==> src/rtl/bcd_pkg.sv <==
// Shared 7-segment glyph constants and the BCD-to-segment lookup used by the
// display scanner. All constants are active-high in the order {g,f,e,d,c,b,a}.
package bcd_pkg;

    localparam logic [6:0] SEG_0    = 7'b0111111;
    localparam logic [6:0] SEG_1    = 7'b0000110;
    localparam logic [6:0] SEG_2    = 7'b1011011;
    localparam logic [6:0] SEG_3    = 7'b1001111;
    localparam logic [6:0] SEG_4    = 7'b1100110;
    localparam logic [6:0] SEG_5    = 7'b1101101;
    localparam logic [6:0] SEG_6    = 7'b1111101;
    localparam logic [6:0] SEG_7    = 7'b0000111;
    localparam logic [6:0] SEG_8    = 7'b1111111;
    localparam logic [6:0] SEG_9    = 7'b1101111;
    localparam logic [6:0] SEG_DASH = 7'b1000000;
    localparam logic [6:0] SEG_OFF  = 7'b0000000;

    // Codes 10-15 are not BCD; they render as a dash so a broken counter is visible.
    function automatic logic [6:0] bcd_to_seg(input logic [3:0] bcd);
        case (bcd)
            4'd0:    return SEG_0;
            4'd1:    return SEG_1;
            4'd2:    return SEG_2;
            4'd3:    return SEG_3;
            4'd4:    return SEG_4;
            4'd5:    return SEG_5;
            4'd6:    return SEG_6;
            4'd7:    return SEG_7;
            4'd8:    return SEG_8;
            4'd9:    return SEG_9;
            default: return SEG_DASH;
        endcase
    endfunction

endpackage

==> src/rtl/bcd_seg_decoder.sv <==
// Purely combinational BCD to active-high 7-segment decoder.
module bcd_seg_decoder
    import bcd_pkg::*;
(
    input  logic [3:0] bcd_i,
    output logic [6:0] seg_o
);

    assign seg_o = bcd_to_seg(bcd_i);

endmodule

==> src/rtl/bcd_display_scan.sv <==
// Time-multiplexed 7-segment scanner for a chain of BCD digits. A shadow copy of
// the digits is taken once per frame so a digit never changes while lit; each
// digit slot starts with one dark guard cycle to avoid ghosting between digits.
module bcd_display_scan
    import bcd_pkg::*;
#(
    parameter int NUM_DIGITS     = 4,
    parameter int PRESCALE       = 1000,
    parameter bit SEG_ACTIVE_LOW = 1'b1,
    parameter bit DIG_ACTIVE_LOW = 1'b1
) (
    input  logic                    clk,
    input  logic                    rst_n,
    input  logic                    en,
    input  logic [4*NUM_DIGITS-1:0] digits_in,
    input  logic [NUM_DIGITS-1:0]   dp_in,
    input  logic                    blank_lz,
    output logic [6:0]              seg_out,
    output logic                    dp_out,
    output logic [NUM_DIGITS-1:0]   dig_sel,
    output logic                    frame_start
);

    localparam int PCNT_W = $clog2(PRESCALE);
    localparam int IDX_W  = (NUM_DIGITS > 1) ? $clog2(NUM_DIGITS) : 1;

    localparam logic [PCNT_W-1:0]     PCNT_LAST = PCNT_W'(PRESCALE - 1);
    localparam logic [IDX_W-1:0]      IDX_LAST  = IDX_W'(NUM_DIGITS - 1);
    localparam logic [6:0]            SEG_DARK  = {7{SEG_ACTIVE_LOW}};
    localparam logic                  DP_DARK   = SEG_ACTIVE_LOW;
    localparam logic [NUM_DIGITS-1:0] DIG_DARK  = {NUM_DIGITS{DIG_ACTIVE_LOW}};

    logic [PCNT_W-1:0] pcnt_q, pcnt_d;
    logic [IDX_W-1:0]  idx_q, idx_d;
    logic              load_pending_q, load_pending_d;
    logic              tick, load;

    logic [NUM_DIGITS-1:0][3:0] dig_sh_q;
    logic [NUM_DIGITS-1:0]      dp_sh_q;
    logic                       blz_sh_q;

    logic [NUM_DIGITS-1:0] blank_vec;
    logic                  all_zero;
    logic [6:0]            dec_seg;
    logic                  lit;
    logic [6:0]            seg_act;
    logic                  dp_act;
    logic [NUM_DIGITS-1:0] dig_act;

    logic [6:0]            seg_q, seg_d;
    logic                  dp_q, dp_d;
    logic [NUM_DIGITS-1:0] dig_q, dig_d;
    logic                  frame_start_q;

    // Prescaler, slot index and snapshot-load control.
    always_comb begin
        // NOTE: every combinational output gets a default first so no path leaves it unassigned and infers a latch.
        pcnt_d         = pcnt_q;
        idx_d          = idx_q;
        load_pending_d = load_pending_q;
        tick           = en && (pcnt_q == PCNT_LAST);
        load           = en && (load_pending_q || (tick && idx_q == IDX_LAST));
        if (en) begin
            pcnt_d = tick ? '0 : pcnt_q + PCNT_W'(1);
        end
        if (tick) begin
            idx_d = (idx_q == IDX_LAST) ? '0 : idx_q + IDX_W'(1);
        end
        if (load) begin
            load_pending_d = 1'b0;
        end
    end

    // Leading-zero mask: walk down from the most significant digit while all are zero.
    always_comb begin
        // NOTE: blocking assignments here are intentional; all_zero accumulates down the loop within one evaluation.
        all_zero  = 1'b1;
        blank_vec = '0;
        for (int i = NUM_DIGITS - 1; i >= 0; i--) begin
            all_zero     = all_zero && (dig_sh_q[i] == 4'd0);
            blank_vec[i] = (i != 0) && blz_sh_q && all_zero;
        end
    end

    bcd_seg_decoder u_dec (
        .bcd_i (dig_sh_q[idx_q]),
        .seg_o (dec_seg)
    );

    // Glyph selection, guard-cycle darkening and output polarity.
    always_comb begin
        lit     = en && (pcnt_q != '0);
        seg_act = SEG_OFF;
        dp_act  = 1'b0;
        dig_act = '0;
        if (lit) begin
            seg_act        = blank_vec[idx_q] ? SEG_OFF : dec_seg;
            dp_act         = dp_sh_q[idx_q];
            dig_act[idx_q] = 1'b1;
        end
        seg_d = seg_act ^ {7{SEG_ACTIVE_LOW}};
        dp_d  = dp_act ^ SEG_ACTIVE_LOW;
        dig_d = dig_act ^ {NUM_DIGITS{DIG_ACTIVE_LOW}};
    end

    // State, shadow snapshot and registered outputs.
    always_ff @(posedge clk) begin
        // NOTE: sequential state uses non-blocking assignments so every register samples pre-edge values.
        if (!rst_n) begin
            pcnt_q         <= '0;
            idx_q          <= '0;
            load_pending_q <= 1'b1;
            // NOTE: the shadow bank is reset explicitly; it is tiny and a known value keeps the first frame defined.
            dig_sh_q       <= '0;
            dp_sh_q        <= '0;
            blz_sh_q       <= 1'b0;
            seg_q          <= SEG_DARK;
            dp_q           <= DP_DARK;
            dig_q          <= DIG_DARK;
            frame_start_q  <= 1'b0;
        end else begin
            pcnt_q         <= pcnt_d;
            idx_q          <= idx_d;
            load_pending_q <= load_pending_d;
            if (load) begin
                dig_sh_q <= digits_in;
                dp_sh_q  <= dp_in;
                blz_sh_q <= blank_lz;
            end
            seg_q         <= seg_d;
            dp_q          <= dp_d;
            dig_q         <= dig_d;
            frame_start_q <= load;
        end
    end

    assign seg_out     = seg_q;
    assign dp_out      = dp_q;
    assign dig_sel     = dig_q;
    assign frame_start = frame_start_q;

endmodule

==> config.mk <==
export PLATFORM = sky130hd
export DESIGN_NAME = bcd_display_scan
export DESIGN_NICKNAME = d
export VERILOG_FILES = /design/src/rtl/bcd_pkg.sv /design/src/rtl/bcd_seg_decoder.sv /design/src/rtl/bcd_display_scan.sv
export SDC_FILE = /design/constraint.sdc
export NUM_CORES = 1
export LEC_CHECK = 0
export ABC_CLOCK_PERIOD_IN_PS = 1700
export CAP_MARGIN = 20
export CORE_MARGIN = 2
export CORE_UTILIZATION = 47
export CTS_CLUSTER_DIAMETER = 50
export CTS_CLUSTER_SIZE = 24
export DETAILED_ROUTE_END_ITERATION = 7
export PLACE_DENSITY = 0.75
export SYNTH_ARGS = -nofsm -noshare
export SYNTH_HDL_FRONTEND = slang
export SYNTH_SLANG_ARGS = --single-unit
export TNS_END_PERCENT = 100
==> constraint.sdc <==
create_clock -name clk -period 1.7 [get_ports clk]
set_input_delay 0.34 -clock clk [delete_from_list [all_inputs] [get_ports clk]]
set_output_delay 0.34 -clock clk [all_outputs]
set_load 0.005 [all_outputs]
# --- Yosys cells after proc, flatten, opt, wreduce, memory -nomap -nowiden ---
# Memory sizes are Yosys's and may differ from the RTL's.
# Index checks and enable logic that the tools add are counted.
totals:
  input_bits: 24
  rom_bits: 112
  output_inout_bits: 13
  word_cells: 52
  register_bits: 47
  mem_count: 1
classes:
  mux: 14
  bitwise_logic: 3
  eq_ne: 2
  n_reduce_logical: 15
  addsub: 2
  magnitude_cmp: 2
mem_list:
  columns: ["memory", "depth", "word_bits", "rd", "rd_ports_with_merged_regs", "write_ports", "line", "source"]
  rows:
  - ["(name not given)", 16, 7, 1, 0, 0, "bcd_pkg.sv:20", "case (bcd)"]
op_table:
  columns: ["op", "count"]
  rows:
  - ["2-to-1 mux 7 bit", 2]
  - ["logical NOT 4 bit", 3]
  - ["adder 10 x 1 -> 10 bit (second input constant)", 1]
  - ["== test 10 bit (second input constant)", 1]
  - ["logical AND 1 bit", 10]
  - ["2-to-1 mux 10 bit", 1]
  - ["nonzero test 10 bit", 1]
  - ["binary-select mux 4 bit (select 2 bit)", 1]
  - ["2-to-1 mux 4 bit", 2]
  - ["inverter 7 bit", 1]
  - ["binary-select mux 1 bit (select 2 bit)", 2]
  - ["2-to-1 mux 1 bit", 4]
  - ["inverter 4 bit", 1]
  - ["< comparator 2 x 3 -> 1 bit (second input constant)", 1]
  - ["adder 2 x 1 -> 2 bit (second input constant)", 1]
  - ["demux 1 bit (select 2 bit)", 1]
  - ["== test 2 bit (second input constant)", 1]
  - [">= comparator 2 x 1 -> 1 bit (second input constant)", 1]
  - ["2-to-1 mux 2 bit", 1]
  - ["logical OR 1 bit", 1]
  - ["inverter 1 bit", 1]

# --- Logic depth before layout (Yosys ltp) ---
depth:
  depth_word: 9
  mapped_depth: 8
  ltp_nobuf: 7

# --- Hierarchy ---
# A second synthesis with hierarchy kept.
hier_totals:
  cells_unflattened: 244
  area_unflattened_um2: 2352.3
modules_own_cells:
  columns: ["module", "area_each_um2", "seq_area_each_um2", "instances", "cells_per_inst"]
  rows:
  - ["bcd_display_scan", 2127.0, 940.9, 1, 215]
  - ["bcd_seg_decoder", 225.2, 0.0, 1, 29]

# --- Least setup slack after synthesis ---
# Ideal clock, no wire load.
synth_path:
  kind: "flip-flop to flip-flop"
  startpoint: "reg idx_q[0]"
  endpoint: "reg seg_q[3] (netlist: seg_out[3])"
  setup_ns: 0.137
  arrival_time_ns: 1.668
  path_slack_ns: -0.105
  t_required_ns: 1.563
  path_buffers: 1
  synth_period_minus_slack_ns: 1.805
  path_stages_with_launch: 7
  cell_sequence: "dfxtp_1 buf_6 mux4_1 ha_1 o21ba_1 a21oi_1 nand3_1"
synth_between:
  elab_chain_len: 6
  elab_cells_between_ends: 8
  cone_classes: "mux (6); bitwise (1); memory (1)"
synth_rtl:
  columns: ["item", "line", "source"]
  rows:
  - ["start: declaration", "bcd_display_scan.sv:34", "logic [IDX_W-1:0] idx_q, idx_d;"]
  - ["start signal: assignment", "bcd_display_scan.sv:123", "idx_q <= idx_d;"]
  - ["binary-select mux 4 bit (select 2 bit)", "bcd_display_scan.sv:86", ".bcd_i (dig_sh_q[idx_q]),"]
  - ["2-to-1 mux 4 bit (not written as such)", "bcd_display_scan.sv:86", null]
  - ["memory (16 x 7 bit)", null, null]
  - ["2-to-1 mux 7 bit (*)", "bcd_display_scan.sv:97", "seg_act = blank_vec[idx_q] ? SEG_OFF : dec_seg;"]
  - ["2-to-1 mux 7 bit (*)", "bcd_display_scan.sv:96", "if (lit) begin"]
  - ["inverter 7 bit (no source line) (*)", null, null]
  - ["end signal: assignment", "bcd_display_scan.sv:130", "seg_q <= seg_d;"]
  - ["end: declaration", "bcd_display_scan.sv:50", "logic [6:0] seg_q, seg_d;"]
# Every way passes the cells marked *; elsewhere a longest branch is shown, timed or not. The select of a mux whose other input is x is not followed.
# A chain may end at the register's enable or synchronous reset.

# --- Worst setup path in the final report ---
layout_path:
  startpoint: "reg idx_q[0]"
  endpoint: "reg seg_q[0] (netlist: seg_out[0])"
# The elaborated chain is that of the path after synthesis.

==> flow_metrics.tcl <==
set metrics [dict create \
    num_antenna_cells 0 \
    timing.final.crit_period_ns 1.68 \
    first_global_vias 1503 \
    cts_tree "built" \
    critPathSlowestCell "mux4_2" \
    core_area_sq_mm 0.00435 \
    synthMuxAreaShare_pct 6.29 \
    die_w_um 71.3 \
    p_per_area_mw_per_mm2 757 \
    ant_nets 0 \
    hp-class "reg -> reg" \
    max-cap-violations 0 \
    hold_ws_ns 0.468 \
    drc 0 \
    area_growth_pct 32.5 \
    critPathLaunchType "register" \
    yosysWarnings 0 \
    r2r_start "idx_q[0]" \
    met3_usage_pct 4.22 \
    viasPerCell 5.24 \
    initial_core_util_pct 48.9 \
    power_frac_clock_pct 32.6 \
    power.leakage_uw 0.00108 \
    status "finished, final reports clean" \
    synth_xor_area_share_pct 3.29 \
    cts_buffer_depth 2 \
    gp_congestion 0.837 \
    cp-end-kind "register" \
    fin_area_sq_mm 0.00282 \
    grt_pass1_wl_um 6580 \
    seqPwrFrac_pct 54.9 \
    via_count 1778 \
    finalHoldViolCount 0 \
    worst_ep_required_time_ns 1.88 \
    first_pass_iters 4 \
    placed_area_sq_mm 0.00262 \
    cts_made_buffers 5 \
    place_ws_ns -0.129 \
    grt_max_degree 43 \
    fin_util_pct 64.7 \
    syn_area_sq_mm 0.00213 \
    ir_worst_vdd_uv 461 \
    postSynthNetCount 271 \
    worstSkewPairLatency_ns 0.29 \
    sw_frac_of_total_pct 23.8 \
    wl_per_cell_um 12.5 \
    synth-seq-cells 47 \
    yosys.area_share.simple_pct 22.9 \
    clock_skew_ns 0.00685 \
    grt.overflow.total 0 \
    async_flop_share_pct 0 \
    grt_usage_pct 16.5 \
    cp_max_fo 7 \
    drtIter0Drc 77 \
    path_class "reg -> reg" \
    fin_crit_sh_pct 99.0 \
    setup_slack_ns 0.0176 \
    path_clk_slew_ns 0.08 \
    wl_um 4230 \
    dieArea_sq_mm 0.00508 \
    drive_above_1_share_pct 17.4 \
    die_h_um 71.3 \
    total_power_uw 2130 \
    cp_slowest_stage_delay_ns 0.55 \
    cp_top_family "multiplexers" \
    path_buf_inv 0 \
    n_fill_cell 353 \
    crit_chain "mux4_2 > ha_2 > o21ba_1 > a21oi_1 > nand3_1" \
    cts_root_buf "clkbuf_8" \
    rsz0062_at_grt "yes" \
    hp-start "dp_sh_q[0]" \
    dpl.hpwl_um 2810 \
    p_comb_share_pct 12.5 \
    power.switching_uw 507 \
    cts.htree.levels 2 \
    synth_top_family_by_area "simple AND/OR/NAND/NOR gates" \
    internal_power_uw 1630 \
    io_pins 37 \
    ys.flop_type "dfxtp_1" \
    max_slew_margin_pct 73.4 \
    synth_edf_count 0 \
    cts.sinks 47 \
    syn_inst 236 \
    use_met2_pct 25.6 \
    gr-usage-met1_pct 22.0 \
    rows 24 \
    cp.arrival_ns 1.86 \
    post_synth.cell_area_avg_sq_um 9.01 \
    synth-compound-area-share_pct 11.2 \
    place.port_buffers 36 \
    max_freq_mhz 594 \
    startpoint "idx_q[0]" \
    slew_viol_final 0 \
    yosysSeqAreaShare_pct 44.2 \
    layout.nets 321 \
    antenna_found_initial 0 \
    setup_viol 0 \
    hold_buffers 0 \
    synth_fa_ha_area_share_pct 6.47 \
    grt_busiest_layer "met2" \
    worst_slew_pin_slew_ns 0.395 \
    synth_cell_type_count 41 \
]
==> layout make-up <==
cell class	instances	area [sq um]	area share, %
Tap cell	52	65.1	2.31
Clock buffer	7	86.3	3.06
Clock inverter	1	8.76	0.311
Multi-Input combinational cell	164	1110	39.4
Sequential cell	47	946	33.6
Inverter	10	37.5	1.33
Timing Repair Buffer	58	563	20.0
==> worst paths after layout <==
kind              slack (ns)    endpoint  cells past startpoint
hold reg to reg         0.47  dp_sh_q[0]                      2
setup / recovery        0.02  seg_out[0]                      5
hold / removal          0.47  dp_sh_q[0]                      2
setup reg to reg        0.02  seg_out[0]                      5
==> what timing repair did <==
item	4_1_cts	5_1_grt
endpoints found under the setup margin	10	28
resized for setup	2	16
buffers inserted	1	2
pin swaps	0	6
cloned	0	1
==> cells in the final DEF, fill, tap and decap left out, drive strengths merged, types with 8 or more instances in the layout <==
cell           netlist  final
dfxtp               47     47
clkdlybuf4s50        0     36
nand2               35     35
nand3               28     28
o21ai               25     25
buf                  6     21
nor2                11     11
ha                  11     11
inv                 10     10
clkbuf               9      8
==> cells by family after synthesis <==
logic type	count (synthesis)
xor gates and xnor gates	8
buffers and inverters	25
DFF	47
AOI/OAI and AO/OA	40
and+or+nand+nor	99
muxes	6
adders and majority gates	11
==> power by group through the flow <==
stage | logic (uW) | registers (uW) | clock network [uW]
after floorplan | 135 | 1190 | 0
after global placement | 237 | 1200 | 0
after global routing | 296 | 1180 | 756
after CTS | 244 | 1170 | 708
after detailed placement | 241 | 1200 | 0
final | 267 | 1170 | 696
==> Yosys cell counts, drive strengths merged, types with 2 or more instances <==
cell	n	area share, %
clkbuf	9	1.6
nand3	28	6.6
dfxtp	47	44
nor4	3	0.88
ha	11	6.5
a21boi	3	1.1
xor2	3	1.2
inv	10	1.8
nand4	5	1.8
xnor2	5	2.1
and2	2	0.59
buf	6	2.2
o21ai	25	5.9
and3	2	0.59
a21oi	4	0.94
nor2b	2	0.59
nor2	11	1.9
nand2	35	6.2
nor3	3	0.71
nand2b	2	0.59
mux4	5	5.8
==> state kept, by name, summed over array words and instances, names as in the netlist <==
name            flops
dp_out              1
seg_out             7
dig_sel             4
dp_sh_q             4
dig_sh_q           16
frame_start         1
pcnt_q             10
load_pending_q      1
idx_q               2
blz_sh_q            1
==> metal layers <==
metal	vias to the layer above	share of wire (%)
li1	914	-
met1	812	48
met2	48	46
met3	4	4.6
met4	0	1.2
met5	-	0
==> per-stage QoR <==
step	std cells	setup TNS [ns]
final	339	0
after global routing	339	-0.581
after CTS	336	0
after detailed placement	327	-1.27
after global placement	327	-0.220
after floorplan	236	0
==> worst register-to-register path, cell delays in order (launching register included) <==
cell and delay [ns]:
dfxtp_4 0.40, mux4_2 0.55, ha_2 0.19, o21ba_1 0.20, a21oi_1 0.15, nand3_1 0.08
(Power assumes the default switching activity.)
